[config.mk]
export PLATFORM = sky130hd
export DESIGN_NAME = load_store_unit_flat
export DESIGN_NICKNAME = d
export VERILOG_FILES = /design/src/rtl/riscv_pkg.sv /design/src/rtl/load_store_unit_if.sv /design/src/rtl/lsu_load_align.sv /design/src/rtl/load_store_unit.sv /design/src/flat_wrapper.sv
export SDC_FILE = /design/constraint.sdc
export NUM_CORES = 1
export LEC_CHECK = 0
export CAP_MARGIN = 20
export CORE_MARGIN = 3
export CORE_UTILIZATION = 40
export DETAILED_ROUTE_END_ITERATION = 7
export MAX_ROUTING_LAYER = met4
export PLACE_DENSITY = 0.71
export SYNTH_ARGS = -nofsm -noshare
export SYNTH_HDL_FRONTEND = slang
export SYNTH_HIERARCHICAL = 1
export SYNTH_SLANG_ARGS = --single-unit
[constraint.sdc]
create_clock -name clk -period 3.5 [get_ports clk]
set_input_delay 0.7 -clock clk [delete_from_list [all_inputs] [get_ports clk]]
set_output_delay 0.7 -clock clk [all_outputs]
set_load 0.03 [all_outputs]
[src/rtl/riscv_pkg.sv]
// Shared RV32I definitions for the load/store unit: funct3 encodings,
// LSU FSM state encoding and the access alignment rule.
package riscv_pkg;

  // Load funct3 encodings
  localparam logic [2:0] F3_LB  = 3'b000;
  localparam logic [2:0] F3_LH  = 3'b001;
  localparam logic [2:0] F3_LW  = 3'b010;
  localparam logic [2:0] F3_LBU = 3'b100;
  localparam logic [2:0] F3_LHU = 3'b101;

  // Store funct3 encodings
  localparam logic [2:0] F3_SB = 3'b000;
  localparam logic [2:0] F3_SH = 3'b001;
  localparam logic [2:0] F3_SW = 3'b010;

  typedef enum logic [1:0] {
    IDLE = 2'd0,
    REQ  = 2'd1,
    RESP = 2'd2,
    DONE = 2'd3
  } lsu_state_t;

  // Size comes from funct3[1:0]; the reserved size code is treated as a word.
  function automatic logic is_misaligned(input logic [2:0] funct3, input logic [1:0] offset);
    case (funct3[1:0])
      2'b00:   return 1'b0;
      2'b01:   return offset[0];
      default: return offset != 2'b00;
    endcase
  endfunction

endpackage

[src/rtl/load_store_unit_if.sv]
// Data-memory bus: req/gnt request phase, rvalid/rdata read-return phase.
interface load_store_unit_if #(
  parameter int XLEN = 32
);
  logic            req;
  logic            we;
  logic [XLEN-1:0] addr;
  logic [XLEN-1:0] wdata;
  logic [3:0]      wstrb;
  logic            gnt;
  logic            rvalid;
  logic [XLEN-1:0] rdata;

  modport master (output req, we, addr, wdata, wstrb, input gnt, rvalid, rdata);
  modport slave  (input req, we, addr, wdata, wstrb, output gnt, rvalid, rdata);
endinterface

[src/rtl/lsu_load_align.sv]
// Selects the addressed byte/half lane of a read word and sign- or
// zero-extends it according to the load funct3.
module lsu_load_align
  import riscv_pkg::*;
#(
  parameter int XLEN = 32
) (
  input  logic [XLEN-1:0] rdata,
  input  logic [1:0]      offset,
  input  logic [2:0]      funct3,
  output logic [XLEN-1:0] data
);

  logic [7:0]  byte_lane;
  logic [15:0] half_lane;

  // Lane select and extension
  always_comb begin
    // NOTE: every always_comb output gets a default first so no path can infer a latch.
    byte_lane = rdata[{offset, 3'b000} +: 8];
    half_lane = offset[1] ? rdata[31:16] : rdata[15:0];
    data      = rdata;
    case (funct3)
      F3_LB:   data = {{(XLEN-8){byte_lane[7]}}, byte_lane};
      F3_LBU:  data = {{(XLEN-8){1'b0}}, byte_lane};
      F3_LH:   data = {{(XLEN-16){half_lane[15]}}, half_lane};
      F3_LHU:  data = {{(XLEN-16){1'b0}}, half_lane};
      default: data = rdata;
    endcase
  end

endmodule

[src/rtl/load_store_unit.sv]
// Load/store unit: turns one decoded load or store into a single
// req/gnt/rvalid bus transaction, stalling the pipeline until it completes.
module load_store_unit
  import riscv_pkg::*;
#(
  parameter int XLEN        = 32,
  parameter int TIMEOUT_CYC = 255
) (
  input  logic            clk,
  input  logic            rst,
  input  logic            mem_read,
  input  logic            mem_write,
  input  logic [2:0]      funct3,
  input  logic [XLEN-1:0] addr,
  input  logic [XLEN-1:0] store_data,
  output logic            stall,
  output logic            done,
  output logic [XLEN-1:0] load_data,
  output logic            misaligned,
  output logic            bus_err,
  load_store_unit_if.master bus
);

  localparam logic [7:0] TMO_LAST = 8'(TIMEOUT_CYC - 1);

  lsu_state_t      state;
  logic [7:0]      tmo_cnt;
  logic [2:0]      funct3_q;
  logic [1:0]      offset_q;
  logic            request;
  logic            unaligned;
  logic            is_idle;
  logic [3:0]      wstrb_n;
  logic [XLEN-1:0] wdata_n;
  logic [XLEN-1:0] rdata_ext;

  assign request   = mem_read | mem_write;
  assign unaligned = is_misaligned(funct3, addr[1:0]);
  assign is_idle   = (state == IDLE);

  // Gated by rst so every output reads 0 while reset is held, even with a request pending.
  assign stall      = !rst && ((is_idle && request && !unaligned) || state == REQ || state == RESP);
  assign misaligned = !rst && is_idle && request && unaligned;

  // Store lane placement: replicate data across the word, enable only the addressed bytes
  always_comb begin
    wstrb_n = 4'b1111;
    wdata_n = store_data;
    case (funct3)
      F3_SB: begin
        wstrb_n = 4'b0001 << addr[1:0];
        wdata_n = {4{store_data[7:0]}};
      end
      F3_SH: begin
        wstrb_n = 4'b0011 << {addr[1], 1'b0};
        wdata_n = {2{store_data[15:0]}};
      end
      default: ;
    endcase
  end

  lsu_load_align #(.XLEN(XLEN)) u_load_align (
    .rdata  (bus.rdata),
    .offset (offset_q),
    .funct3 (funct3_q),
    .data   (rdata_ext)
  );

  // Access FSM with timeout counter and registered bus/handshake outputs
  always_ff @(posedge clk or posedge rst) begin
    if (rst) begin
      state      <= IDLE;
      tmo_cnt    <= '0;
      funct3_q   <= '0;
      offset_q   <= '0;
      done       <= 1'b0;
      bus_err    <= 1'b0;
      load_data  <= '0;
      bus.req    <= 1'b0;
      bus.we     <= 1'b0;
      bus.addr   <= '0;
      bus.wdata  <= '0;
      bus.wstrb  <= '0;
    end else begin
      // NOTE: non-blocking assignments so every register samples the pre-edge values.
      done    <= 1'b0;
      bus_err <= 1'b0;
      case (state)
        IDLE: begin
          if (request && !unaligned) begin
            state     <= REQ;
            tmo_cnt   <= '0;
            funct3_q  <= funct3;
            offset_q  <= addr[1:0];
            bus.req   <= 1'b1;
            bus.we    <= mem_write;  // write wins when both requests are high
            bus.addr  <= {addr[XLEN-1:2], 2'b00};
            bus.wdata <= wdata_n;
            bus.wstrb <= wstrb_n;
          end
        end
        REQ: begin
          if (bus.gnt) begin
            bus.req <= 1'b0;
            tmo_cnt <= '0;
            if (bus.we) begin
              state <= DONE;
              done  <= 1'b1;
            end else begin
              state <= RESP;
            end
          end else if (tmo_cnt == TMO_LAST) begin
            bus.req   <= 1'b0;
            state     <= DONE;
            done      <= 1'b1;
            bus_err   <= 1'b1;
            load_data <= '0;
          end else begin
            tmo_cnt <= tmo_cnt + 8'd1;
          end
        end
        RESP: begin
          if (bus.rvalid) begin
            load_data <= rdata_ext;
            state     <= DONE;
            done      <= 1'b1;
          end else if (tmo_cnt == TMO_LAST) begin
            state     <= DONE;
            done      <= 1'b1;
            bus_err   <= 1'b1;
            load_data <= '0;
          end else begin
            tmo_cnt <= tmo_cnt + 8'd1;
          end
        end
        DONE: state <= IDLE;
        default: state <= IDLE;
      endcase
    end
  end

endmodule
[src/flat_wrapper.sv]
// flat-port wrapper written by rule: the top's interface ports become plain ports
module load_store_unit_flat import riscv_pkg::*;
#(
  parameter int XLEN        = 32,
  parameter int TIMEOUT_CYC = 255
)
  (clk, rst, mem_read, mem_write, funct3, addr, store_data, stall, done, load_data, misaligned, bus_err, bus_req, bus_we, bus_addr, bus_wdata, bus_wstrb, bus_gnt, bus_rvalid, bus_rdata);
  load_store_unit_if #(.XLEN(XLEN)) bus_i ();
  input  logic clk;
  input  logic rst;
  input  logic mem_read;
  input  logic mem_write;
  input  logic [2:0] funct3;
  input  logic [XLEN-1:0] addr;
  input  logic [XLEN-1:0] store_data;
  output logic stall;
  output logic done;
  output logic [XLEN-1:0] load_data;
  output logic misaligned;
  output logic bus_err;
  output wire logic [$bits(bus_i.req)-1:0] bus_req;
  output wire logic [$bits(bus_i.we)-1:0] bus_we;
  output wire logic [$bits(bus_i.addr)-1:0] bus_addr;
  output wire logic [$bits(bus_i.wdata)-1:0] bus_wdata;
  output wire logic [$bits(bus_i.wstrb)-1:0] bus_wstrb;
  input wire logic [$bits(bus_i.gnt)-1:0] bus_gnt;
  input wire logic [$bits(bus_i.rvalid)-1:0] bus_rvalid;
  input wire logic [$bits(bus_i.rdata)-1:0] bus_rdata;
  assign bus_req = bus_i.req;
  assign bus_we = bus_i.we;
  assign bus_addr = bus_i.addr;
  assign bus_wdata = bus_i.wdata;
  assign bus_wstrb = bus_i.wstrb;
  assign bus_i.gnt = bus_gnt;
  assign bus_i.rvalid = bus_rvalid;
  assign bus_i.rdata = bus_rdata;
  load_store_unit #(.XLEN(XLEN), .TIMEOUT_CYC(TIMEOUT_CYC)) u_core (.clk(clk), .rst(rst), .mem_read(mem_read), .mem_write(mem_write), .funct3(funct3), .addr(addr), .store_data(store_data), .stall(stall), .done(done), .load_data(load_data), .misaligned(misaligned), .bus_err(bus_err), .bus(bus_i));
endmodule
After elaboration in Yosys (flattened, before gate mapping)
Index checks and enable logic that the tools add are counted.

cells by class
  equality and inequality tests = 13
  reduce and logical (&&, ||, !) cells = 23
  shift-type cells = 3
  bitwise logic cells = 1
  muxes and demuxes = 32
  add/subtract/negate cells = 1

operators with widths
  operator               number
  $pmux W32 S2           2
  $pmux W32 S4           1
  $mux W32               3
  $mux W8                4
  $shiftx A32 B6 Y8      1
  $pmux W8 S3            1
  $mux W16               1
  $mux W1                10
  $add A8 B1 Y8 const B  1
  $eq A8 B8 Y1 const B   1
  $mux W2                4
  $pmux W1 S2            4
  $pmux W2 S4            1
  $pmux W4 S2            1
  $logic_and A1 B1 Y1    7
  $eq A3 B1 Y1 const B   2
  $eq A3 B3 Y1 const B   2
  $logic_not A3 Y1       2
  $ne A2 B2 Y1 const B   3
  $reduce_and A3 Y1      2
  $reduce_bool A2 Y1     3
  $eq A2 B1 Y1 const B   2
  $eq A2 B2 Y1 const B   2
  $logic_not A2 Y1       2
  other kinds (8)        11

storage, ports and cells
  output and inout bits = 106
  logic and storage cells = 85
  register bits after elaboration = 117

Longest topological paths before layout
  depth after elaboration = 7
  gate-level depth with buffers = 8
  mapped depth without buffers = 6

Modules after synthesis
The synthesis kept the hierarchy.

modules (own cells, without submodules)
  module           area an instance (um^2)  instances  seq. area each (um^2)  cells each
  load_store_unit  5,138.7                  1          2,927.8                409
  lsu_load_align   845.8                    1          0.0                    96

Worst setup path before layout
OpenSTA, ideal clock, no wires.

  kind = input to output
  start point = input port funct3[1]
  end point = output port stall
  stages = 6
  setup slack = 0.663 ns
  path buffers = 3
  data arrival time = 2.137 ns
  cell sequence = buf_6 > o21a_1 > a211o_1 > buf_6 > clkbuf_1 > a21oi_1

between the ends
  longest elaborated chain between the ends = 7
  elaborated cells between the ends (all ways) = 8

ends and longest elaborated chain
  element                                           RTL line               source
  from (decl)                                       flat_wrapper.sv:13     input logic [2:0] funct3;
  $eq A2 B1 Y1 or $logic_not A2 Y1 (tied branches)  riscv_pkg.sv:26        case (funct3[1:0])
  $pmux W1 S2 *                                     riscv_pkg.sv:26
  $logic_not A1 Y1 *                                load_store_unit.sv:42  assign stall = !rst && ((is_idle && request && !unaligned) || state == REQ || state == RESP);
  $logic_and A1 B1 Y1 *                             load_store_unit.sv:42
  $logic_or A1 B1 Y1 * (2 in a row)                 load_store_unit.sv:42
  $logic_and A1 B1 Y1 *                             load_store_unit.sv:42
  to (decl)                                         flat_wrapper.sv:16     output logic stall;

Every way passes the cells marked *; elsewhere a longest branch is shown, timed or not.

Worst setup path after layout
Ends and elaborated chain as after synthesis.

==> results by group <==
Outcome
  • Outcome: completed

Finish
  • Layout cells sized above 1: between 15 and 20%
  • Nets: 815
  • Finished layout cell area: roughly 0.009 mm2
  • Filler cells: between 1000 and 1500
  • Sequential cell area: 0.00293 mm2
  • Area growth syn-to-layout: 47.4%
  • Commonest cells after routing, fill and taps aside: clkdlybuf4s50_1 (206), dfrtp_1 (117), nand2_1 (40), o21ai_0 (38), a22o_1 (35)
  • Non-Filler Instances: 900
  • Multi-input logic area: roughly 0.0028 mm2
  • ANT cells: 0
  • Commonest non-fill, non-tap cell in the layout: clkdlybuf4s50_1

Setup path
  • Worst path arrival time: 2.20 ns
  • FF-to-FF path depth: 6
  • Reg2reg end: u_core/tmo_cnt[1]$_DFFE_PP0P_
  • Reg2reg start: u_core/state[0]$_DFFE_PP0P_
  • Worst-path fanout max: 7
  • Largest stage delay on the critical path: roughly 0.57 ns
  • Critical setup path kind: in -> out
  • CP required: 2.80 ns
  • Startpoint types: primary input
  • Crit. Startpoint: funct3[1]
  • Crit path capture type: output port
  • R2R Setup Slk: 1.14 ns
  • Worst Setup EP: stall
  • Cell breakdown of the critical path: clkdlybuf4s50_1 -> o21a_1 -> a211o_4 -> a21oi_1 -> buf_4
  • Slowest cell on crit path: clkdlybuf4s50_1

Synth
  • Xor and xnor area share after synthesis: 0%
  • Mux contribution to synthesized area: 16.3%
  • Async S/R FF share, synth: between 90% and 100%
  • Synth Area in Simple Gates: under 10%
  • Compound-cell area share of the yosys netlist: 21.6%
  • Cell variety after synth: 51
  • Yosys reg bits: 117
  • Sequential fraction of the synthesis area: 48.9%
  • Combinational family with the most area after synthesis: compound AO/OA/AOI/OAI gates
  • Synth Warn #: 6
  • Largest area contributor in the netlist: dfrtp_1
  • Mapped Area: 0.00598 mm2
  • Post-Syn Area per Cell: 11.9 um2
  • Ys flop type: dfrtp_1
  • Top-area cell type share of the netlist area: 48.9%
  • EDFF count, synth: 0
  • Synth area leaders: dfrtp_1 (49%), mux2_4 (7.8%), a22o_1 (5.1%)
  • Fraction of the mapped netlist area in adder cells: 1.25%
  • Post-Syn Instances: roughly 510

Timing
  • FMAX: 345 MHz
  • Clock skew: 0.0118 ns
  • Post-route clock period utilization: 82.8%
  • Count of final setup violators: 0
  • Worst slew pin tran: 0.832 ns
  • RSZ-0062 raised after global routing: no
  • Slew HR: 44.5%
  • Setup TNS: 0 ns
  • Final hold violations: 0
  • Max-slew violations: 0
  • Min cycle time layout: roughly 2.9 ns

Clock tree
  • Hold-fix buffers at CTS: 0
  • Longest Clk Path Bufs: 2
  • Clock latency on the worst-skew pair: 0.42 ns
  • H-tree Lvls: 4
  • Cells resized by post-CTS repair: 0
  • Setup Buffers After CTS: 0
  • CTS tree: done
  • Num CTS Buffers: 17
  • Clock transition at the registers of the reported paths: 0.05 ns
  • Clock root buffer: clkbuf_16
  • Sink Count: 117

Placement
  • Dpl hpwl: 12.3 mm
  • GP Congestion: a little over 0.8
  • Placed cell area: approximately 0.0082 mm2
  • Dpl cells: 868
  • Input/output buffers: ~210

Route
  • TritonRoute pass-1 iters: 4
  • Drt drc: 0
  • Initial DRC count: 228
  • Via-to-Cell Ratio: approximately 5.5
  • Final WL: 17.3 mm
  • Vias: 4921
  • Wire per inst: 19.2 um
  • Routed Antenna Nets: 0

Floorplan
  • Initial core utilization: roughly two fifths
  • Site Rows: 44
  • Height of the die: between 100 and 150 um
  • Num ports: 211
  • Core area: ~0.015 mm2
  • Die W: 128 um
  • Die area: 0.0165 mm2

Power and ir drop
  • Max IR drop VDD: 0.487 mV
  • LEAKAGE: 3.88 nW
  • Power density over cell area: about 1000 mW/mm2

Global routing
  • Grt ovf: 0
  • Vias in the first global route: 5145
  • Initial antenna violation count: 0
  • Largest net degree at the start of global routing: 103
  • Overall routing resource usage: a little over a fifth
  • First-pass GRT wire length: 27.4 mm

Worst hold path
  • Min-delay src: u_core/bus.wdata[24]$_DFFE_PP0P_
  • Worst Hold Class: reg -> reg
  • Hold-critical path depth: 2

Run
  • Max Cap Viol: 0
synthesized netlist by cell type (2+ instances only):
| library cell | instances |
|---|---|
| mux2i_1 | 25 |
| nand4_1 | 3 |
| nor2b_1 | 12 |
| and3_1 | 6 |
| and2_1 | 2 |
| o21a_1 | 5 |
| a31o_2 | 5 |
| buf_6 | 8 |
| dfrtp_1 | 117 |
| clkbuf_1 | 16 |
| a22oi_1 | 6 |
| mux2_2 | 23 |
| ha_1 | 6 |
| a2bb2oi_2 | 14 |
| buf_2 | 9 |
| o2bb2ai_1 | 2 |
| nor3_1 | 7 |
| o211ai_1 | 2 |
| a21o_1 | 2 |
| nor2_1 | 12 |
| a22o_1 | 35 |
| mux2_4 | 31 |
| o221ai_1 | 5 |
| a221o_1 | 6 |
| buf_4 | 5 |
| inv_1 | 8 |
| a31oi_1 | 6 |
| a2bb2oi_1 | 6 |
| nand2_1 | 40 |
| a21oi_1 | 22 |
| o21ai_0 | 38 |
| nand2b_1 | 2 |
cell families after synthesis:
family / count (synthesis)
buffers and inverters: 48
and+or+nand+nor: 90
adders and majority gates: 6
other: 1
AOI/OAI and AO/OA: 164
DFF: 117
muxes: 79
area by class of cell:
type | count | area share, %
clock buffer | 22 | 5.49
clock inverter | 9 | 1.69
sequential | 117 | 33.2
tap | 184 | 2.61
multi-input combinational | 341 | 31.7
timing repair buffer | 218 | 24.9
inverter | 9 | 0.425
sequential cells by signal (all words and copies together), names as in the netlist, 2 cells and up:
signal	flops
u_core/state	2
u_core/load_data	32
u_core/offset_q	2
u_core/bus.addr	30
u_core/funct3_q	3
u_core/bus.wstrb	4
u_core/bus.wdata	32
u_core/tmo_cnt	8
per-layer routing:
| metal | vias to the layer above | share of wire (%) | global-route usage, % |
|---|---|---|---|
| met3 | 24 | 9.3 | 8.38 |
| met2 | 199 | 48 | 33.2 |
| met5 | - | 0 | - |
| met1 | 2425 | 41 | 27.1 |
| li1 | 2273 | - | - |
| met4 | 0 | 1.7 | 6.99 |
stage by stage:
stage               total power [mW]  worst slack [ns]  hold WS [ns]  utilization, %
floorplan                       5.34             0.663         0.451               -
global placement                6.91             0.570         0.462            56.0
detailed placement              7.02             0.596         0.472            56.0
CTS                             8.94             0.586         0.484            60.3
global route                    9.35             0.531         0.503            60.5
finish                          8.89             0.601         0.481            60.5
how the worst min path moves through the flow:
stage / end / slack [ns]
finish: u_core/bus.wdata[24]$_DFFE_PP0P_ / 0.48
global route: u_core/bus.wdata[15]$_DFFE_PP0P_ / 0.50
CTS: u_core/bus.wdata[15]$_DFFE_PP0P_ / 0.48
detailed placement: u_core/bus.wdata[15]$_DFFE_PP0P_ / 0.47
global placement: u_core/bus.wstrb[2]$_DFFE_PP0P_ / 0.46
floorplan: u_core/funct3_q[0]$_DFFE_PP0P_ / 0.45
critical path: cells and delay by family:
| family | cells | cell delay [ns] |
|---|---|---|
| AO/OA/AOI/OAI | 3 | 0.76 |
| buffers and inverters | 2 | 0.75 |
power by group:
part | internal, mW | switching, mW | total (mW)
clock network | 1.26 | 0.609 | 1.87
logic | 2.14 | 2.46 | 4.60
registers | 1.96 | 0.458 | 2.42
No activity file was read; power rests on OpenSTA's default activity.
